==> config.mk <==
export PLATFORM = sky130hd
export DESIGN_NAME = ov7670_sensor_emu
export DESIGN_NICKNAME = d
export VERILOG_FILES = /design/src/rtl/sensor_emu_pkg.sv /design/src/rtl/ov7670_pattern_gen.sv /design/src/rtl/ov7670_sensor_emu.sv
export SDC_FILE = /design/constraint.sdc
export NUM_CORES = 1
export LEC_CHECK = 0
export BUFFER_PORTS_ARGS = -buffer_cell sky130_fd_sc_hd__buf_4
export CAP_MARGIN = 20
export CORE_UTILIZATION = 29
export CTS_CLUSTER_DIAMETER = 50
export DETAILED_ROUTE_END_ITERATION = 6
export SLEW_MARGIN = 5
export SYNTH_ARGS = -nofsm -noshare
export SYNTH_HDL_FRONTEND = slang
export SYNTH_SLANG_ARGS = --single-unit
==> constraint.sdc <==
create_clock -name CLK100MHZ -period 3.6 [get_ports CLK100MHZ]
set_input_delay 0.36 -clock CLK100MHZ [delete_from_list [all_inputs] [get_ports CLK100MHZ]]
set_output_delay 0.36 -clock CLK100MHZ [all_outputs]
set_load 0.05 [all_outputs]
==> src/rtl/sensor_emu_pkg.sv <==
// Shared types and constants for the OV7670 sensor emulator: FSM states, pattern codes, colour-bar table.
package sensor_emu_pkg;

    typedef enum logic [2:0] {
        IDLE,
        VSYNC,
        VBACK,
        ACTIVE,
        VFRONT
    } state_e;

    localparam logic [1:0] PAT_RAMP    = 2'd0;
    localparam logic [1:0] PAT_BARS    = 2'd1;
    localparam logic [1:0] PAT_SOLID   = 2'd2;
    localparam logic [1:0] PAT_CHECKER = 2'd3;

    // Left-to-right bar colours; index 0 is the leftmost bar.
    localparam logic [0:7][15:0] BAR_RGB565 = {
        16'hFFFF, 16'hFFE0, 16'h07FF, 16'h07E0,
        16'hF81F, 16'hF800, 16'h001F, 16'h0000
    };

    // The sensor sends the high RGB565 byte first.
    function automatic logic [7:0] rgb565_byte(input logic [15:0] px, input logic phase);
        return phase ? px[7:0] : px[15:8];
    endfunction

endpackage

==> src/rtl/ov7670_pattern_gen.sv <==
// Pixel-byte generator: maps the next tick's (x, y, byte phase) to the byte driven on D[7:0].
module ov7670_pattern_gen
    import sensor_emu_pkg::*;
#(
    parameter int H_ACTIVE = 640
) (
    input  logic        CLK100MHZ,
    input  logic        rst_n,
    input  logic        load,
    input  logic        active,
    input  logic [10:0] x,
    input  logic [7:0]  y,
    input  logic        byte_phase,
    input  logic [1:0]  pattern,
    input  logic [15:0] colour,
    output logic [7:0]  data
);

    localparam int BAR_W = (H_ACTIVE >= 8) ? H_ACTIVE / 8 : 1;

    logic [2:0]  bar_idx;
    logic [15:0] pixel;
    logic [7:0]  data_d, data_q;

    assign bar_idx = 3'(x / 11'(BAR_W));

    always_comb begin
        // NOTE: every always_comb output gets a default first so no path can infer a latch.
        pixel  = {x[7:0], y};
        data_d = data_q;
        case (pattern)
            PAT_BARS:    pixel = BAR_RGB565[bar_idx];
            PAT_SOLID:   pixel = colour;
            PAT_CHECKER: pixel = (x[5] ^ y[5]) ? 16'hFFFF : 16'h0000;
            default:     pixel = {x[7:0], y};
        endcase
        if (load) begin
            data_d = active ? rgb565_byte(pixel, byte_phase) : 8'h00;
        end
    end

    always_ff @(posedge CLK100MHZ or negedge rst_n) begin
        if (!rst_n) begin
            data_q <= 8'h00;
        end else begin
            // NOTE: state flops use non-blocking assignment so all flops update from pre-edge values.
            data_q <= data_d;
        end
    end

    assign data = data_q;

endmodule

==> src/rtl/ov7670_sensor_emu.sv <==
// OV7670 parallel-output emulator: PCLK, HREF, VSYNC and D[7:0] framing around ov7670_pattern_gen.
// Define SENSOR_EMU_PATTERN_EN to enable pattern_sel/solid_color; otherwise only the ramp is produced.
module ov7670_sensor_emu
    import sensor_emu_pkg::*;
#(
    parameter int PCLK_DIV = 4,
    parameter int H_ACTIVE = 640,
    parameter int H_BLANK  = 288,
    parameter int V_SYNC   = 3,
    parameter int V_BACK   = 17,
    parameter int V_ACTIVE = 480,
    parameter int V_FRONT  = 10
) (
    input  logic        CLK100MHZ,
    input  logic        rst_n,
    input  logic        enable,
    input  logic [1:0]  pattern_sel,
    input  logic [15:0] solid_color,
    output logic        emu_plk,
    output logic        emu_hs,
    output logic        emu_vs,
    output logic [7:0]  emu_data,
    output logic        busy,
    output logic        frame_start,
    output logic [15:0] frame_count
);

    localparam int DIV_W      = $clog2(PCLK_DIV);
    localparam int HALF       = PCLK_DIV / 2;
    localparam int HREF_TICKS = 2 * H_ACTIVE;
    localparam int LINE_TICKS = 2 * H_ACTIVE + H_BLANK;

    function automatic int state_lines(input state_e s);
        case (s)
            VSYNC:   return V_SYNC;
            VBACK:   return V_BACK;
            ACTIVE:  return V_ACTIVE;
            VFRONT:  return V_FRONT;
            default: return 1;
        endcase
    endfunction

    logic [DIV_W-1:0] div_q, div_d;
    logic             plk_q, plk_d;
    state_e           state_q, state_d;
    logic [11:0]      h_q, h_d;
    logic [9:0]       v_q, v_d;
    logic             hs_q, hs_d;
    logic             vs_q, vs_d;
    logic             busy_q, busy_d;
    logic             frame_start_q, frame_start_d;
    logic [15:0]      frame_count_q, frame_count_d;
    logic             tick_end, line_end;
    logic [1:0]       pattern;
    logic [15:0]      colour;

    assign tick_end = (div_q == DIV_W'(PCLK_DIV - 1));
    assign line_end = (h_q == 12'(LINE_TICKS - 1));

    // Position, sync and HREF all advance on the clock where PCLK falls.
    always_comb begin
        div_d         = tick_end ? '0 : div_q + 1'b1;
        plk_d         = (div_d >= DIV_W'(HALF));
        state_d       = state_q;
        h_d           = h_q;
        v_d           = v_q;
        hs_d          = hs_q;
        vs_d          = vs_q;
        busy_d        = busy_q;
        frame_start_d = 1'b0;
        frame_count_d = frame_count_q;

        if (tick_end) begin
            if (state_q == IDLE) begin
                if (enable) begin
                    state_d       = VSYNC;
                    h_d           = '0;
                    v_d           = '0;
                    frame_start_d = 1'b1;
                end
            end else begin
                h_d = line_end ? '0 : h_q + 1'b1;
                if (line_end) begin
                    if (v_q == 10'(state_lines(state_q) - 1)) begin
                        v_d = '0;
                        case (state_q)
                            VSYNC:  state_d = VBACK;
                            VBACK:  state_d = ACTIVE;
                            ACTIVE: state_d = VFRONT;
                            VFRONT: begin
                                frame_count_d = frame_count_q + 1'b1;
                                if (enable) begin
                                    state_d       = VSYNC;
                                    frame_start_d = 1'b1;
                                end else begin
                                    state_d = IDLE;
                                end
                            end
                            default: state_d = IDLE;
                        endcase
                    end else begin
                        v_d = v_q + 1'b1;
                    end
                end
            end
            hs_d   = (state_d == ACTIVE) && (h_d < 12'(HREF_TICKS));
            vs_d   = (state_d == VSYNC);
            busy_d = (state_d != IDLE);
        end
    end

    always_ff @(posedge CLK100MHZ or negedge rst_n) begin
        if (!rst_n) begin
            div_q         <= '0;
            plk_q         <= 1'b0;
            state_q       <= IDLE;
            h_q           <= '0;
            v_q           <= '0;
            hs_q          <= 1'b0;
            vs_q          <= 1'b0;
            busy_q        <= 1'b0;
            frame_start_q <= 1'b0;
            frame_count_q <= '0;
        end else begin
            div_q         <= div_d;
            plk_q         <= plk_d;
            state_q       <= state_d;
            h_q           <= h_d;
            v_q           <= v_d;
            hs_q          <= hs_d;
            vs_q          <= vs_d;
            busy_q        <= busy_d;
            frame_start_q <= frame_start_d;
            frame_count_q <= frame_count_d;
        end
    end

`ifdef SENSOR_EMU_PATTERN_EN
    // Pattern and fill colour are frozen per frame so mid-frame changes never tear the image.
    logic [1:0]  pattern_q, pattern_d;
    logic [15:0] colour_q, colour_d;

    always_comb begin
        pattern_d = pattern_q;
        colour_d  = colour_q;
        if (frame_start_d) begin
            pattern_d = pattern_sel;
            colour_d  = solid_color;
        end
    end

    always_ff @(posedge CLK100MHZ or negedge rst_n) begin
        if (!rst_n) begin
            pattern_q <= PAT_RAMP;
            colour_q  <= '0;
        end else begin
            pattern_q <= pattern_d;
            colour_q  <= colour_d;
        end
    end

    assign pattern = pattern_q;
    assign colour  = colour_q;
`else
    logic unused_cfg;
    assign unused_cfg = ^{pattern_sel, solid_color};
    assign pattern    = PAT_RAMP;
    assign colour     = '0;
`endif

    ov7670_pattern_gen #(
        .H_ACTIVE (H_ACTIVE)
    ) u_pattern_gen (
        .CLK100MHZ  (CLK100MHZ),
        .rst_n      (rst_n),
        .load       (tick_end),
        .active     (hs_d),
        .x          (h_d[11:1]),
        .y          (v_d[7:0]),
        .byte_phase (h_d[0]),
        .pattern    (pattern),
        .colour     (colour),
        .data       (emu_data)
    );

    assign emu_plk     = plk_q;
    assign emu_hs      = hs_q;
    assign emu_vs      = vs_q;
    assign busy        = busy_q;
    assign frame_start = frame_start_q;
    assign frame_count = frame_count_q;

endmodule
### Word-level counts from Yosys, hierarchy flattened

Index checks and enable logic that the tools add are counted.

| word-level totals | value |
|---|---|
| flip-flop bits (word level) | 56 |
| bits in latches | 0 |
| memory bits (writable) | 0 |
| memory bits (read-only) | 0 |
| input port bits | 21 |
| output and inout bits | 29 |
| logic and storage cells | 68 |
| memories kept | 0 |

| operators by class | value |
|---|---|
| add/sub/neg operators | 5 |
| multipliers | 0 |
| div/mod/pow operators | 0 |
| magnitude comparators | 2 |
| equality and inequality tests | 10 |
| shifts and indexed selects | 0 |
| multiplexer cells | 31 |
| bitwise operators | 1 |
| reduce and logical (&&, ||, !) cells | 6 |

Operators with widths:

| kind | count |
|---|---|
| 10-bit 2-to-1 mux | 7 |
| 12-bit 2-to-1 mux | 4 |
| 9-bit one-hot mux with 4 select lines | 1 |
| 8-bit 2-to-1 mux | 3 |
| 16-bit by 1-bit adder with 16-bit output, second input constant | 1 |
| 3-bit 2-to-1 mux | 5 |
| 12-bit by 1-bit adder with 12-bit output, second input constant | 1 |
| 12-bit by 11-bit == test with 1-bit output, second input constant | 1 |
| 12-bit by 11-bit < comparator with 1-bit output, second input constant | 1 |
| 3-bit one-hot mux with 4 select lines | 1 |
| 10-bit by 1-bit adder with 10-bit output, second input constant | 1 |
| 10-bit == test | 1 |
| 10-bit by 2-bit subtractor with 10-bit output, second input constant | 1 |
| 3-bit by 2-bit == test with 1-bit output, second input constant | 3 |
| 9-bit 2-to-1 mux | 1 |
| 1-bit 2-to-1 mux | 8 |
| 3-bit by 1-bit == test with 1-bit output, second input constant | 2 |
| 5-bit AND reduction | 1 |
| 3-bit == test, second input constant | 1 |
| 3-bit logical NOT | 1 |
| 3-bit AND reduction | 1 |
| 3-bit nonzero test | 1 |
| 2-bit by 1-bit adder with 2-bit output, second input constant | 1 |
| 2-bit == test, second input constant | 1 |
| 6 further kinds | 6 |

### Depth between registers and ports, before layout

| logic depth | value |
|---|---|
| word-level depth | 15 |
| gate-level depth with buffers | 14 |
| gate-level depth less buffers | 10 |

### By module

Synthesis repeated with hierarchy kept, for this count alone.

| unflattened totals | value |
|---|---|
| cells, all modules | 439 |
| area, all modules | 3983.8 um2 |

By module, submodules not included:

| module | instances | cells an instance | area each (um2) | sequential area each (um2) |
|---|---|---|---|---|
| ov7670_sensor_emu | 1 | 296 | 2806.4 | 1176.1 |
| ov7670_pattern_gen | 1 | 143 | 1177.4 | 200.2 |

### Least setup slack after synthesis

No wires, ideal clock.

| path | value |
|---|---|
| path type | flip-flop to flip-flop |
| start point | register state_q[2] |
| end point | register vs_q (netlist: emu_vs) |
| library setup time | 0.120 ns |
| data arrival time | 3.308 ns |
| required time | 3.480 ns |
| setup slack | 0.172 ns |
| cell stages (with the launch flop) | 13 |
| path buffers | 2 |
| clock period less this slack | 3.428 ns |
| path through | dfrtp_1 -> clkbuf_1 -> clkbuf_1 -> xor2_1 -> nand2b_1 -> ha_1 -> ha_1 -> xnor2_1 -> or3_1 -> nor4_2 -> nand3_4 -> mux2_2 -> a31o_1 |

| between the ends | value |
|---|---|
| word-level cells in the longest chain between the ends | 12 |

RTL lines:

| item | line | text |
|---|---|---|
| start: declaration | ov7670_sensor_emu.sv:45 | `state_e state_q, state_d;` |
| start signal: assignment | ov7670_sensor_emu.sv:127 | `state_q <= state_d;` |
| 3-bit == test, or another cell as far along | ov7670_sensor_emu.sv:34, ov7670_sensor_emu.sv:86 |  |
| 9-bit one-hot mux with 4 select lines | ov7670_sensor_emu.sv:34 | `case (s)` |
| 10-bit 2-to-1 mux | ov7670_sensor_emu.sv:83 | `if (line_end) begin` |
| 10-bit 2-to-1 mux | ov7670_sensor_emu.sv:74 | `if (state_q == IDLE) begin` |
| 10-bit 2-to-1 mux | ov7670_sensor_emu.sv:73 | `if (tick_end) begin` |
| 10-bit by 2-bit subtractor with 10-bit output | ov7670_sensor_emu.sv:84 | `if (v_q == 10'(state_lines(state_q) - 1)) begin` |
| 10-bit == test | ov7670_sensor_emu.sv:84 |  |
| 3-bit 2-to-1 mux | ov7670_sensor_emu.sv:84 |  |
| 3-bit 2-to-1 mux | ov7670_sensor_emu.sv:83 |  |
| 3-bit 2-to-1 mux * | ov7670_sensor_emu.sv:74 |  |
| 3-bit 2-to-1 mux * | ov7670_sensor_emu.sv:73 |  |
| 3-bit by 1-bit == test with 1-bit output * | ov7670_sensor_emu.sv:107 | `vs_d = (state_d == VSYNC);` |
| end signal: assignment | ov7670_sensor_emu.sv:131 | `vs_q <= vs_d;` |
| end: declaration | ov7670_sensor_emu.sv:49 | `logic vs_q, vs_d;` |

Mark *: on every way between the ends. The rest lies on a longest branch, timed or not. The select of a mux whose other input is x is not followed.
A chain may end at the register's enable or synchronous reset.

### Worst setup path in the final report

| path | value |
|---|---|
| start point | register state_q[0] |
| end point | register u_pattern_gen.data_q[0] (netlist: u_pattern_gen.data[0]) |

| between the ends | value |
|---|---|
| word-level cells in the longest chain between the ends | 15 |

RTL lines:

| item | line | text |
|---|---|---|
| 3-bit == test, or another cell as far along | ov7670_sensor_emu.sv:34, ov7670_sensor_emu.sv:86 |  |
| 9-bit one-hot mux with 4 select lines | ov7670_sensor_emu.sv:34 |  |
| 10-bit 2-to-1 mux | ov7670_sensor_emu.sv:83 |  |
| 10-bit 2-to-1 mux | ov7670_sensor_emu.sv:74 |  |
| 10-bit 2-to-1 mux | ov7670_sensor_emu.sv:73 |  |
| 10-bit by 2-bit subtractor with 10-bit output | ov7670_sensor_emu.sv:84 |  |
| 10-bit == test | ov7670_sensor_emu.sv:84 |  |
| 3-bit 2-to-1 mux | ov7670_sensor_emu.sv:84 |  |
| 3-bit 2-to-1 mux | ov7670_sensor_emu.sv:83 |  |
| 3-bit 2-to-1 mux | ov7670_sensor_emu.sv:74 |  |
| 3-bit 2-to-1 mux | ov7670_sensor_emu.sv:73 |  |
| 3-bit by 2-bit == test with 1-bit output | ov7670_sensor_emu.sv:106 | `hs_d = (state_d == ACTIVE) && (h_d < 12'(HREF_TICKS));` |
| 1-bit logical AND | ov7670_sensor_emu.sv:106 |  |
| 1-bit 2-to-1 mux | ov7670_sensor_emu.sv:73 |  |
| 8-bit 2-to-1 mux * | ov7670_pattern_gen.sv:38 | `data_d = active ? rgb565_byte(pixel, byte_phase) : 8'h00;` |
| end signal: assignment | ov7670_pattern_gen.sv:47 | `data_q <= data_d;` |
| end: declaration | ov7670_pattern_gen.sv:23 | `logic [7:0] data_d, data_q;` |

Marked as above.

==> metrics.md <==
| Metric | Value |
|---|---|
| Die height | 112 um |
| Period minus WS final | 3.34 ns |
| #FFs+latches synth | 55 |
| Layout area overhead | 16.3% |
| Via count | 2,929 |
| CTS Buf Count | 5 |
| Max_slew headroom | 0.524 |
| PD cells | 293 nW/um^2 |
| Post-CTS Setup Repair Bufs | 0 |
| Critical path, cell by cell | or3b_1 > nand2_1 > ha_1 > ha_1 > xnor2_1 > or3_1 > nor4_2 > buf_4 > nand3_4 > xnor2_2 > o32ai_1 |
| GRT overflow | 0 |
| Primary FF master, synth | dfrtp_1 |
| Syn Std Cell Area | 3480 sq um |
| Worst Clk Skew | 0.00747 ns |
| CP Capture Point | u_pattern_gen.data[0]$_DFFE_PN0P_ |
| Synth unique cells | 63 |
| Leakage dissipation | 1.81 nW |
| Initial antenna violation count | 0 |
| Die width | 112 um |
| Worst path top cell family by delay | simple AND/OR/NAND/NOR gates |
| Clock latency on the worst-skew pair | 0.29 ns |
| R2R Path End | u_pattern_gen.data[0]$_DFFE_PN0P_ |
| Yosys warns | 0 |
| Total track usage | 0.143 |
| Via density | 5.33 |
| Syn Area/Cell | 9.12 sq um |
| Drt drc | 2 |
| Hold Path Class | in2async |
| Core area | 11,600 sq um |
| Fraction of power consumed by sequential logic | 0.520 |
| First-pass GRT wire length | 14.5 mm |
| Setup crit start kind | register |
| Final estimated routing congestion in global placement | 0.880 |
| I/O Buffers | 31 |
| Rows | 39 |
| Setup violators final | 0 |
| CTS clk-pin slew, worst paths | 0.07 ns |
| # fillers | 1,136 |
| Post-synth EDFFs | 0 |
| Nets | 433 |
| Most used cell, CP | ha_1 |
| F_max | 0.299 GHz |
| Initial core utilization | 0.301 |
| Fraction of layout cells with a size suffix above 1 | 0.189 |
| Vias in the first global route | 2,917 |
| Storage cell area | 1380 sq um |
| Peak supply drop | 0.000203 V |
| Fin. Hold Viols | 0 |
| Routed WL | 8.36 mm |
| Post-Synthesis Net Count | 409 |
| CTS tree | done |
| Arrival time at the worst endpoint | 3.50 ns |
| Asr flop ratio synth | 1.00 |
| CP Data Required Time | 3.76 ns |
| Post-Synthesis Cells | 382 |
| Final ANT Viol Nets | 0 |
| Area leader, netlist | dfrtp_1 |
| WP buf/inv | 1 |
| Outcome | finished with violations |
| R2R depth | 11 |
| Final setup TNS | 0 ns |
| CTS max path bufs | 2 |
| Largest net degree at the start of global routing | 56 |
| Root buf cell | clkbuf_16 |
| Int Power | 0.951 mW |
| Die footprint | 12,500 sq um |
| RR Startpoint | state_q[0]$_DFFE_PN0P_ |
| CP max-delay cell | dfrtp_1 |
| DRT iter0 DRCs | 210 |
| Commonest cells post-synth | dfrtp_1 (55), nand2_1 (41), clkbuf_1 (25) |
| Sw Share | 0.200 |
| Comb pwr share | 0.013 |
| TritonCTS Sinks | 55 |
| Multi-input logic area | 1930 sq um |
| Synth top area share | 0.395 |
| Critical Path Max Stage Delay | 0.48 ns |
| Post_cts resized | 0 |
| MaxCap Viol Count | 0 |
| Crit path depth | 11 |
| WS Path Type | reg2reg |
| RSZ-0062 raised after global routing | no |
| CP Max Fanout | 18 |
| Antenna cell count | 0 |
| CP endpoint kind | register |
| Tot Pwr | 1.19 mW |
| Most common cell in the netlist | dfrtp_1 |
| Fin. max-slew vios | 0 |
| Clk network pwr share | 0.468 |
| Worst-margin pin slew | 0.705 ns |
| H-tree depth | 2 |
| Area contributors post-synth | dfrtp_1 (40%), nand2_1 (4.4%), xor2_1 (3.5%) |
| Reported net switching power | 0.237 mW |
| Critical path startpoint | state_q[0]$_DFFE_PN0P_ |
| WL/cell | 15.2 um |
| Post-synthesis sequential area ratio | 0.395 |
| Post-CTS Hold Fix Bufs | 0 |
| Failing checks | DRC |
| Drt first pass iters | 6 |
| Crit share post-route | 0.929 |
| I/O pins | 50 |
| Worst R2R Setup Slack | 0.26 ns |
| Post-DP HPWL | 6.00 mm |
[per-stage QoR]
| step | hold slack [ns] | setup WS [ns] | instance area (sq um) | std cells | utilization |
|---|---|---|---|---|---|
| final | 0.103 | 0.257 | 4050 | 550 | 0.350 |
| after detailed placement | 0.427 | 0.283 | 3870 | 541 | 0.335 |
| after floorplan | 0.0644 | 0.172 | 3480 | 382 | - |
| after CTS | 0.158 | 0.263 | 4040 | 549 | 0.350 |
| after global placement | 0.412 | 0.366 | 3870 | 541 | 0.335 |
| after global routing | 0.172 | 0.0236 | 4050 | 550 | 0.350 |
[per-layer routing]
metal  wire length, um  part of all wire  GRT usage
met2              3840              0.46      0.225
met5                 0                 0          0
met4               109             0.013     0.0450
met3               283             0.034     0.0196
met1              4130              0.49      0.204
[cell type report]
| cell class | instances | area share |
|---|---|---|
| well taps | 143 | 0.0442 |
| inverters | 19 | 0.0176 |
| multi-input cells | 281 | 0.475 |
| repair buffers | 44 | 0.0816 |
| clock buffers | 6 | 0.0318 |
| flip-flops and latches | 55 | 0.340 |
| clock inverters | 2 | 0.00958 |
[power groups by stage]
stage	Combinational [mW]	Clock, mW	Sequential [mW]
after CTS	0.0165	0.571	0.617
after global placement	0.0164	0	0.629
after global routing	0.0183	0.592	0.617
final	0.0151	0.555	0.617
after detailed placement	0.0165	0	0.629
after floorplan	0.000742	0	0.630
[worst min-delay path by stage]
stage                                  endpoint  slack, ns                from  cells after the start
floorplan                      busy$_DFFE_PN0P_       0.06               rst_n                      0
global placement             div_q[0]$_DFF_PN0_       0.41  div_q[0]$_DFF_PN0_                      1
detailed placement           div_q[0]$_DFF_PN0_       0.43  div_q[0]$_DFF_PN0_                      1
CTS                 frame_count[10]$_DFFE_PN0P_       0.16               rst_n                      1
global route         frame_count[6]$_DFFE_PN0P_       0.17               rst_n                      1
finish               frame_count[6]$_DFFE_PN0P_       0.10               rst_n                      1
[registers in the layout, summed over array words and instances (netlist names)]
signal / cells
h_q: 12
frame_count: 16
emu_vs: 1
busy: 1
v_q: 10
u_pattern_gen.data: 8
state_q: 3
frame_start: 1
emu_hs: 1
div_q: 2
[worst register-to-register path, stage by stage (launching register included)]
cell,delay [ns]
dfrtp_1,0.48
or3b_1,0.43
nand2_1,0.09
ha_1,0.22
ha_1,0.28
xnor2_1,0.13
or3_1,0.33
nor4_2,0.22
buf_4,0.19
nand3_4,0.20
xnor2_2,0.49
o32ai_1,0.17
[kinds of logic after synthesis]
kind of cell    share of synthesized area
simple gates                        0.248
flops                               0.395
mux                                0.0481
buf+inv                            0.0521
xor+xnor                           0.0625
compound gates                      0.172
fa+ha+maj                          0.0216
[placed cells by master (no fill, tap or decap), types with 4 or more instances in the layout]
master     netlist  layout
inv_1           19      19
nand3_1         14      14
o31ai_1          5       5
o32ai_1          8       8
dfrtp_1         55      55
buf_4            0      44
nor2_1          23      23
nand2b_1         5       5
nor3_1           9       9
nor4_1           6       6
nand4_1         10      10
o21ai_0         18      18
ha_1             6       6
nor2b_1          4       4
a21oi_1         12      12
a31oi_1          8       8
clkbuf_16        0       5
mux2i_1         10      10
xor2_1          14      14
nor3_2           7       7
and3_1           9       9
mux2_2           4       4
nand2_1         41      41
xnor2_1          9       9
(Power assumes the default switching activity.)
